==> src/rtl/exec_dispatch_pkg.sv <==
// Shared constants for the execution-unit dispatch path: destination-type codes
// and the dispatcher state encoding.
package exec_dispatch_pkg;

    localparam int DST_TYPE_WIDTH = 2;

    localparam logic [DST_TYPE_WIDTH-1:0] DST_NONE = 2'd0;
    localparam logic [DST_TYPE_WIDTH-1:0] DST_RD   = 2'd1;
    localparam logic [DST_TYPE_WIDTH-1:0] DST_RT   = 2'd2;
    localparam logic [DST_TYPE_WIDTH-1:0] DST_RA   = 2'd3;

    localparam logic [4:0] RA_ADDR = 5'd31;

    typedef enum logic [2:0] {
        DSP_IDLE  = 3'd0,
        DSP_EXEC  = 3'd1,
        DSP_WB    = 3'd2,
        DSP_FLUSH = 3'd3,
        DSP_ERR   = 3'd4
    } dsp_state_e;

endpackage

==> src/rtl/exec_dispatch_if.sv <==
// Enable/finished handshake plus result bus between the dispatcher and one
// execution unit.
interface exec_dispatch_if;
    import exec_dispatch_pkg::*;

    logic                      exec_en;
    logic                      exec_finished;
    logic [31:0]               exec_res;
    logic [DST_TYPE_WIDTH-1:0] exec_dst_type;

    modport master (
        output exec_en,
        input  exec_finished,
        input  exec_res,
        input  exec_dst_type
    );

    modport slave (
        input  exec_en,
        output exec_finished,
        output exec_res,
        output exec_dst_type
    );

endinterface

==> src/rtl/exec_dispatch_dst_addr_sel.sv <==
// Resolves the register-file write address from the unit's destination type and
// the instruction's rt/rd fields; writes to r0 are suppressed.
module dst_addr_sel
    import exec_dispatch_pkg::*;
(
    input  logic [DST_TYPE_WIDTH-1:0] dst_type,
    input  logic [4:0]                rt,
    input  logic [4:0]                rd,
    output logic [4:0]                waddr,
    output logic                      we_ok
);

    always_comb begin
        waddr = 5'd0;
        case (dst_type)
            DST_RD:  waddr = rd;
            DST_RT:  waddr = rt;
            DST_RA:  waddr = RA_ADDR;
            default: waddr = 5'd0;
        endcase
        we_ok = (dst_type != DST_NONE) && (waddr != 5'd0);
    end

endmodule

==> src/rtl/exec_dispatch.sv <==
// Initiator side of the execution-unit handshake: launches one instruction,
// waits for the unit, writes the result back and guards against a hung unit.
module exec_dispatch
    import exec_dispatch_pkg::*;
#(
    parameter int TIMEOUT = 64,
    parameter int CNT_W   = 7
) (
    input  logic                  clk,
    input  logic                  clrn,
    input  logic                  start,
    input  logic [4:0]            rt_addr,
    input  logic [4:0]            rd_addr,
    exec_dispatch_if.master       eu,
    output logic                  rf_we,
    output logic [4:0]            rf_waddr,
    output logic [31:0]           rf_wdata,
    output logic                  done,
    output logic                  busy,
    output logic                  err
);

    localparam logic [CNT_W-1:0] CNT_LAST = CNT_W'(TIMEOUT - 1);
    localparam logic [CNT_W-1:0] CNT_SAT  = CNT_W'(TIMEOUT);

    dsp_state_e        state_q, state_d;
    logic [4:0]        rt_q, rt_d;
    logic [4:0]        rd_q, rd_d;
    logic [CNT_W-1:0]  cnt_q, cnt_d;
    logic              err_q, err_d;
    logic              rf_we_q, rf_we_d;
    logic              done_q, done_d;
    logic [4:0]        rf_waddr_q, rf_waddr_d;
    logic [31:0]       rf_wdata_q, rf_wdata_d;

    logic [4:0]        sel_waddr;
    logic              sel_we_ok;

    dst_addr_sel u_dst_addr_sel (
        .dst_type (eu.exec_dst_type),
        .rt       (rt_q),
        .rd       (rd_q),
        .waddr    (sel_waddr),
        .we_ok    (sel_we_ok)
    );

    always_comb begin
        state_d    = state_q;
        rt_d       = rt_q;
        rd_d       = rd_q;
        cnt_d      = cnt_q;
        err_d      = err_q;
        rf_we_d    = 1'b0;
        done_d     = 1'b0;
        rf_waddr_d = rf_waddr_q;
        rf_wdata_d = rf_wdata_q;

        case (state_q)
            DSP_IDLE: begin
                if (start) begin
                    rt_d    = rt_addr;
                    rd_d    = rd_addr;
                    cnt_d   = '0;
                    state_d = DSP_EXEC;
                end
            end
            DSP_EXEC: begin
                if (cnt_q != CNT_SAT) begin
                    cnt_d = cnt_q + 1'b1;
                end
                // Write-back registers load on the way into WB so they are
                // valid for exactly the WB cycle and hold afterwards.
                if (eu.exec_finished) begin
                    rf_wdata_d = eu.exec_res;
                    rf_waddr_d = sel_waddr;
                    rf_we_d    = sel_we_ok;
                    done_d     = 1'b1;
                    state_d    = DSP_WB;
                end else if (cnt_q == CNT_LAST) begin
                    err_d   = 1'b1;
                    state_d = DSP_ERR;
                end
            end
            DSP_WB: begin
                state_d = DSP_FLUSH;
            end
            DSP_FLUSH: begin
                // The unit drops finished one edge after en falls.
                if (!eu.exec_finished) begin
                    state_d = DSP_IDLE;
                end
            end
            DSP_ERR: begin
                state_d = DSP_ERR;
            end
            default: begin
                state_d = DSP_IDLE;
            end
        endcase
    end

    always_ff @(posedge clk or negedge clrn) begin
        if (!clrn) begin
            state_q    <= DSP_IDLE;
            rt_q       <= 5'd0;
            rd_q       <= 5'd0;
            cnt_q      <= '0;
            err_q      <= 1'b0;
            rf_we_q    <= 1'b0;
            done_q     <= 1'b0;
            rf_waddr_q <= 5'd0;
            rf_wdata_q <= 32'd0;
        end else begin
            state_q    <= state_d;
            rt_q       <= rt_d;
            rd_q       <= rd_d;
            cnt_q      <= cnt_d;
            err_q      <= err_d;
            rf_we_q    <= rf_we_d;
            done_q     <= done_d;
            rf_waddr_q <= rf_waddr_d;
            rf_wdata_q <= rf_wdata_d;
        end
    end

    assign eu.exec_en = (state_q == DSP_EXEC);
    assign busy       = (state_q != DSP_IDLE);
    assign err        = err_q;
    assign rf_we      = rf_we_q;
    assign done       = done_q;
    assign rf_waddr   = rf_waddr_q;
    assign rf_wdata   = rf_wdata_q;

endmodule

==> src/flat_wrapper.sv <==
// flat-port wrapper written by rule: the top's interface ports become plain ports
module exec_dispatch_flat import exec_dispatch_pkg::*;
#(
    parameter int TIMEOUT = 64,
    parameter int CNT_W   = 7
)
  (clk, clrn, start, rt_addr, rd_addr, rf_we, rf_waddr, rf_wdata, done, busy, err, eu_exec_en, eu_exec_finished, eu_exec_res, eu_exec_dst_type);
  exec_dispatch_if eu_i ();
  input  logic clk;
  input  logic clrn;
  input  logic start;
  input  logic [4:0] rt_addr;
  input  logic [4:0] rd_addr;
  output logic rf_we;
  output logic [4:0] rf_waddr;
  output logic [31:0] rf_wdata;
  output logic done;
  output logic busy;
  output logic err;
  output wire logic [$bits(eu_i.exec_en)-1:0] eu_exec_en;
  input wire logic [$bits(eu_i.exec_finished)-1:0] eu_exec_finished;
  input wire logic [$bits(eu_i.exec_res)-1:0] eu_exec_res;
  input wire logic [$bits(eu_i.exec_dst_type)-1:0] eu_exec_dst_type;
  assign eu_exec_en = eu_i.exec_en;
  assign eu_i.exec_finished = eu_exec_finished;
  assign eu_i.exec_res = eu_exec_res;
  assign eu_i.exec_dst_type = eu_exec_dst_type;
  exec_dispatch #(.TIMEOUT(TIMEOUT), .CNT_W(CNT_W)) u_core (.clk(clk), .clrn(clrn), .start(start), .rt_addr(rt_addr), .rd_addr(rd_addr), .eu(eu_i), .rf_we(rf_we), .rf_waddr(rf_waddr), .rf_wdata(rf_wdata), .done(done), .busy(busy), .err(err));
endmodule
==> config.mk <==
export PLATFORM = sky130hd
export DESIGN_NAME = exec_dispatch_flat
export DESIGN_NICKNAME = d
export VERILOG_FILES = /design/src/rtl/exec_dispatch_pkg.sv /design/src/rtl/exec_dispatch_if.sv /design/src/rtl/exec_dispatch_dst_addr_sel.sv /design/src/rtl/exec_dispatch.sv /design/src/flat_wrapper.sv
export SDC_FILE = /design/constraint.sdc
export NUM_CORES = 1
export LEC_CHECK = 0
export CAP_MARGIN = 20
export CORE_ASPECT_RATIO = 0.7
export CORE_MARGIN = 2
export CORE_UTILIZATION = 48
export DETAILED_ROUTE_END_ITERATION = 10
export PLACE_DENSITY = 0.93
export SETUP_SLACK_MARGIN = 0.2
export SLEW_MARGIN = 20
export SYNTH_ARGS = -nofsm -noshare
export SYNTH_HDL_FRONTEND = slang
export SYNTH_SLANG_ARGS = --single-unit
==> constraint.sdc <==
create_clock -name clk -period 2.4 [get_ports clk]
set_input_delay 0.48 -clock clk [delete_from_list [all_inputs] [get_ports clk]]
set_output_delay 0.48 -clock clk [all_outputs]
set_load 0.02 [all_outputs]
== Yosys cells after proc, flatten, opt, wreduce, memory -nomap -nowiden ==
Index checks and enable logic that the tools add are counted.

* Register bits: 60
* Output and inout bits: 42

* Add/sub/neg operators: 1
* Eq/ne operators: 13
* Muxes and demuxes: 13
* Bitwise operators: 1
* Reductions and logical operators: 11

{| class="wikitable"
|+ Operators with widths
! operator !! number
|-
| one-hot mux 3 bit (5 select lines) || 1
|-
| one-hot mux 5 bit (3 select lines) || 1
|-
| two-way mux 7 bit || 2
|-
| one-hot mux 7 bit (2 select lines) || 1
|-
| two-way mux 3 bit || 4
|-
| AND reduction 3 bit || 3
|-
| adder 7 x 1 -> 7 bit, second input constant || 1
|-
| == test 7 x 6 -> 1 bit, second input constant || 1
|-
| inequality test 7 bit, second input constant || 1
|-
| == test 3 x 2 -> 1 bit, second input constant || 2
|-
| nonzero test 5 bit || 1
|-
| == test 2 bit, second input constant || 2
|-
| two-way mux 1 bit || 4
|-
| inequality test 2 bit, second input constant || 2
|-
| AND reduction 2 bit || 2
|-
| nonzero test 2 bit || 2
|-
| == test 3 x 1 -> 1 bit, second input constant || 1
|-
| == test 3 bit, second input constant || 1
|-
| zero test 3 bit || 1
|-
| inequality test 3 x 1 -> 1 bit, second input constant || 1
|-
| nonzero test 3 bit || 1
|-
| == test 2 x 1 -> 1 bit, second input constant || 1
|-
| inequality test 2 x 1 -> 1 bit, second input constant || 1
|-
| logical AND 1 bit || 1
|-
| inverter 1 bit || 1
|}

== Depth between registers and ports, before layout ==
Gate-level depths: netlist (run 1).

* Word-level depth: 6
* Mapped depth: 6
* Depth with buffers taken out: 5

== Hierarchy ==
Synthesis (run 1) repeated with hierarchy kept, for this count alone.

* Cell total of the unflattened synthesis: 193
* Area, all modules: 2672.6 um^2

{| class="wikitable"
|+ By module, submodules not included
! module !! instances !! cells each !! area each (um^2)
|-
| exec_dispatch || 1 || 175 || 2581.2
|-
| dst_addr_sel || 1 || 18 || 91.3
|}

== Worst setup path before layout (run 1) ==
No wires, ideal clock.

* Kind: register to output
* From: register u_core.state_q[0]
* To: output port busy
* Arrival time: 1.201 ns
* Data required time: 1.920 ns
* Path slack: 0.719 ns
* Cell stages (with the launch flop): 4
* Path buffers: 2
* Cell sequence: dfrtp_1 -> clkbuf_1 -> clkbuf_1 -> or3_1

* Word-level cells in the longest chain between the ends: 1

{| class="wikitable"
|+ Ends and longest elaborated chain
! element !! line !! text
|-
| from (decl) || exec_dispatch.sv:26 || <nowiki>dsp_state_e state_q, state_d;</nowiki>
|-
| from (signal assigned) || exec_dispatch.sv:114 || <nowiki>state_q <= state_d;</nowiki>
|-
| nonzero test 3 bit || exec_dispatch.sv:127 || <nowiki>assign busy = (state_q != DSP_IDLE);</nowiki>
|-
| to (decl) || flat_wrapper.sv:18 || <nowiki>output logic busy;</nowiki>
|}

Every way passes these cells.

== Worst setup path after layout (run 1) ==
* From: register u_core.state_q[1]
* To: output port busy

Same word-level chain as after synthesis.

==> results of run 1 <==
==> worst max-delay path by stage <==
stage                      startpoint              to  slack (ps)  cells past startpoint
floorplan           u_core.state_q[0]            busy         720                      3
global placement                start  u_core.rd_q[3]         480                      4
detailed placement              start  u_core.rt_q[2]         460                      4
CTS                 u_core.state_q[1]            busy         380                      2
global route        u_core.state_q[1]            busy         320                      2
finish              u_core.state_q[1]            busy         390                      2
==> cells in the mapped netlist (2+ instances only) <==
master | count | area share (%)
o21ai_0 | 5 | 0.98
or2_0 | 2 | 0.49
o211ai_1 | 2 | 0.59
mux2_1 | 4 | 1.8
dfrtp_1 | 60 | 59
inv_1 | 3 | 0.44
nand3_1 | 3 | 0.59
mux2_2 | 40 | 18
o31ai_1 | 9 | 2.6
nand2b_1 | 2 | 0.49
nor2_1 | 9 | 1.3
nor3_1 | 3 | 0.59
nor2b_1 | 4 | 0.98
a21oi_1 | 9 | 1.8
or4_1 | 3 | 0.88
buf_2 | 7 | 1.4
nand2_1 | 12 | 1.8
clkbuf_1 | 4 | 0.59
ha_1 | 2 | 0.98
==> critical path: stages, from the launching register on <==
cell           delay (ps)
dfrtp_1               480
or3_1                 390
dlygate4sd2_1         330
==> final cells by class <==
cell class                      instances  area, µm²  area share (%)
Inverter                                3       11.3           0.302
Clock buffer                           10        138            3.69
Sequential cell                        60       1500            40.3
Multi-Input combinational cell        124        993            26.7
Timing Repair Buffer                   95        941            25.2
Clock inverter                          5       52.6            1.41
Tap cell                               72       90.1            2.42
==> report_power, final <==
group,internal [µW],switching [µW]
clock,495,379
combinational,1200,1060
sequential,1480,298
==> flip-flops by register name, summed over array words and instances, names as in the netlist <==
register	flops
u_core.rf_we	1
u_core.state_q	3
u_core.err	1
u_core.done	1
u_core.rd_q	5
u_core.rt_q	5
u_core.rf_wdata	32
u_core.cnt_q	7
u_core.rf_waddr	5
==> layout by cell type, fill, tap and decap left out, drive strengths merged, types with 3 or more instances in the layout <==
| cell | instances |
|---|---|
| a21oi | 9 |
| buf | 7 |
| clkbuf | 10 |
| clkdlybuf4s50 | 86 |
| clkinv | 3 |
| dfrtp | 60 |
| inv | 3 |
| mux2 | 44 |
| nand2 | 12 |
| nand3 | 3 |
| nor2 | 9 |
| nor2b | 4 |
| nor3 | 3 |
| o21ai | 5 |
| o31ai | 9 |
| or4 | 4 |
==> metrics by stage <==
stage          worst slack, ps  util (%)  hold slack [ps]  cells  total power (µW)
2_1_floorplan              719         -              184    199              3070
3_3_place_gp               477      68.0              458    354              4000
3_5_place_dp               460      68.0              471    354              4080
4_1_cts                    379      71.6              194    369              4970
5_1_grt                    324      71.6              224    369              5230
6_report                   389      71.6              181    369              4910
==> metal layers <==
| layer | GRT usage [%] | routed length (µm) | vias up |
|---|---|---|---|
| li1 | - | - | 904 |
| met1 | 27.4 | 2410 | 905 |
| met2 | 32.6 | 2610 | 82 |
| met3 | 8.14 | 462 | 13 |
| met4 | 8.33 | 110 | 0 |
| met5 | 0 | 0 | - |
==> cells by family (layout without fill, tap and decap cells) <==
kind of cell               Yosys count  count (layout)  share of synthesized area (%)
DFF                                 60              60                           58.6
and+or+nand+nor                     46              46                           9.81
muxes                               44              44                           19.3
AOI/OAI and AO/OA                   32              32                           8.45
buffers and inverters               15             113                           2.83
adders and majority gates            2               2                          0.976
==> metrics.yaml, run 1 <==
fmax_mhz: 497
vias: 1904
r2r_slack_ps: 670
diodes: 0
viasPerCell: 5.16
placed_cell_area_um2: 3540
finalSetupViolations: 0
critPathMaxFanout: 9
clockBufferDepth: 2
grt_max_degree: 33
cts.repair.resized: 2
syn_avg_cell_area_um2: 12.9
chipWidth_um: 91.3
ios: 90
grt_usage_pct: 21.2
hold_buffers: 0
irDropWorstVdd_v: 0.000919
overflow: 0
p_leak_uw: 0.00156
fp.coreArea_um2: 5200
area_delta_synth_final_pct: 45.5
die_h_um: 65.1
drtIter0Drc: 95
yosysWarnings: 0
grt_pass1_wl_um: 9540
rows: 22
ys_ff_latch: 60
end_kind: "primary output"
initial_core_util_pct: 49.3
ant_nets: 0
relSlewSlack_pct: 54.2
crit_path_start_kind: "register"
synth_edf_count: 0
synth-seq-area-share_pct: 58.6
antenna_found_initial: 0
cts_tree: "yes"
hold_violations: 0
cts.clk_slew.worst_paths_ps: 70
clk_latency_ps: 340
timing.rr.start: "u_core.state_q[1]"
numPortBuffers: 89
min_period_ps: 2010
cp.required_ps: 1920
nNetsFinal: 343
timing.rr.end: "u_core.cnt_q[5]"
worstMarginPinSlew_ps: 688
setup_tns_ps: 0
die-area_um2: 5950
period_share_pct: 83.8
clock-sinks: 60
drcViolationCount: 0
synth_fp_nets: 249
critical_path_arrival_ps: 1530
firstDrtPassIters: 4
synth_flop_cell: "dfrtp_1"
rsz0062_at_grt: "false"
drive_above_1_share_pct: 22.2
ff2ff_path_depth: 3
gp_congestion: 0.827
numCtsBuffers: 9
place.detailed.hpwl_um: 4040
grt_pass1_vias: 1922
clockRootBuffer: "clkbuf_8"
status: "complete, no violations"
slew_violations: 0
power_density_nw_per_um2: 1320
ys_async_sr_fraction_pct: 100
netlist_instances: 199
fin_worst_skew_ps: 6.24
final_area_um2: 3730
yosys.cell_types.count: 35
wirelength_um: 5580
cts_htree_levels: 3
cts_setup_buffers: 0
fillers: 381
critPathKind: "reg2out"
wl_per_cell_um: 15.1
post_synth_instance_area_um2: 2560
drv_cap: 0
hp-class: "in2async"
Power figures use the tool's default switching activity.
==> run 2, diff against run 1 <==
CORE_UTILIZATION = 45   (was 48)
PLACE_DENSITY = 0.88   (was 0.93)
clock period = 2.1 ns   (was 2.4 ns; I/O delays follow)
==> metrics.yaml, run 2 (synthesis gave the netlist of run 1 again) <==
status: "complete, no violations"
final_cell_mix: "clkdlybuf4s50_1, dfrtp_1, mux2_2"
fillers: 406  # +6.6%
cts_htree_levels: 3  # unchanged
timing.rr.start: "u_core.state_q[1]"
gp_congestion: 0.775  # -6.2%
critPathKind: "reg2out"
area_delta_synth_final_pct: 46.2
path_depth: 3  # +1
nNetsFinal: 345  # +0.58%
firstDrtPassIters: 4  # unchanged
largest_reg_flops: 32  # unchanged
die-area_um2: 6320  # +6.3%
numPortBuffers: 89  # unchanged
power_density_nw_per_um2: 1500  # +14%
rsz0062_at_grt: "false"
place.detailed.hpwl_um: 4140  # +2.3%
die_h_um: 67.1  # +3.1%
viasPerCell: 5.29  # +2.5%
cts_tree: "yes"
clk_latency_ps: 330  # about the same
critPathMaxFanout: 7  # -2
chipWidth_um: 94.2  # +3.1%
drcViolationCount: 0  # unchanged
worstMarginPinSlew_ps: 594  # -93.3 ps
initial_core_util_pct: 47.7  # -1.5 points
slowest_stage: "dfrtp_2"
slew_violations: 0  # unchanged
path_buf_inv: 1  # unchanged
hold_violations: 0  # unchanged
whs_ps: 86.1  # -94.9 ps
ant_nets: 0  # unchanged
wl_per_cell_um: 15.8  # +4.2%
worstPathCellList: "nor2_1, and2_1, clkdlybuf4s15_1"
overflow: 0  # unchanged
fmax_mhz: 552
cp-startpoint: "u_core.state_q[1]"
vias: 1967  # +3.3%
grt_pass1_wl_um: 9520  # -0.28%
clockRootBuffer: "clkbuf_8"
diodes: 0  # unchanged
period_share_pct: 86.3
finalSetupViolations: 0  # unchanged
setup_slack_ps: 287  # -102 ps
grt_pass1_vias: 1953  # +1.6%
ios: 90  # unchanged
max_stage_delay_ps: 460  # -20 ps
fin_worst_skew_ps: 5.55  # -0.695 ps
ff2ff_path_depth: 4  # +1
pre_cts_ws_ps: 200  # -260 ps
p_leak_uw: 0.00157  # +0.48%
rows: 22  # unchanged
drive_above_1_share_pct: 23.0  # +0.78 points
hp-class: "in2async"
drtIter0Drc: 135  # +42%
wirelength_um: 5870  # +5.1%
grt_usage_pct: 20.2  # -0.97 points
clock-sinks: 60  # unchanged
fp.coreArea_um2: 5370  # +3.2%
relSlewSlack_pct: 60.4  # +6.2 points
setup_tns_ps: 0  # unchanged
critical_path_arrival_ps: 1390  # -140 ps
cp.required_ps: 1680  # -240 ps
min_period_ps: 1810
drv_cap: 0  # unchanged
path_delay_family: "flip-flops"
cts.clk_slew.worst_paths_ps: 60  # about the same
layout_commonest_cell: "clkdlybuf4s50_1"
crit_path_start_kind: "register"
antenna_found_initial: 0  # unchanged
clockBufferDepth: 2  # unchanged
irDropWorstVdd_v: 0.000785  # -15%
end_kind: "primary output"
grt_max_degree: 45  # +36%
numCtsBuffers: 9  # unchanged
## run 2: cell types whose count changed in the layout (fill, tap and decap cells not counted), moves of 2 or more
cell / before / now
clkbuf_1: 0 / 3
clkbuf_8: 10 / 12
clkinv_2: 3 / 1
dfrtp_1: 60 / 58
dfrtp_2: 0 / 2
dlygate4sd2_1: 2 / 0
## run 2: power by group
group	switching [µW]	internal [µW]	total, µW
sequential	351	1700	2050
combinational	1230	1410	2650
clock	415	525	940
## run 2: metal layers
metal / wire length, µm / up-vias / track usage, %
met4: 82 / 0 / 8.15
li1: - / 914 / -
met1: 2670 / 957 / 26.4
met2: 2660 / 87 / 32.1
met3: 455 / 9 / 6.14
met5: 0 / - / 0
## run 2: through the flow
step / power [µW] / area [µm²] / util (%) / instances
2_1_floorplan: 3500 / 2560 / - / 199
4_1_cts: 5650 / 3730 / 69.5 / 370
3_3_place_gp: 4600 / 3550 / 66.2 / 354
5_1_grt: 5980 / 3750 / 69.8 / 372
3_5_place_dp: 4700 / 3550 / 66.2 / 354
6_report: 5640 / 3750 / 69.8 / 372
## run 2: final cells by class
cell class	instances	area (µm²)	area share (%)
well taps	72	90.1	2.40
clock buffers	15	176	4.71
flip-flops and latches	60	1500	40.1
repair buffers	97	966	25.8
clock inverters	1	5.00	0.134
multi-input cells	124	993	26.5
inverters	3	11.3	0.301
## run 2: worst paths after layout
| kind | end | slack, ps |
|---|---|---|
| max in group asynchronous | u_core.rf_we | 1430 |
| worst min register to register | u_core.rf_waddr[0] | 490 |
| min in group clk | u_core.rf_waddr[0] | 490 |
| worst max-delay path | eu_exec_en | 290 |
| worst max register to register | u_core.cnt_q[5] | 290 |
| worst min-delay path | u_core.rd_q[2] | 90 |
## run 2: worst register-to-register path: stages (launching register included)
cell and delay [ps]:
dfrtp_2 460, buf_4 160, or2_0 340, nor4_1 370
mux2_2 380
## run 2: repair_timing
item	CTS	global route
resized for setup	2	5
hold buffers	0	0
setup endpoints to repair	2	2
setup buffers	0	2
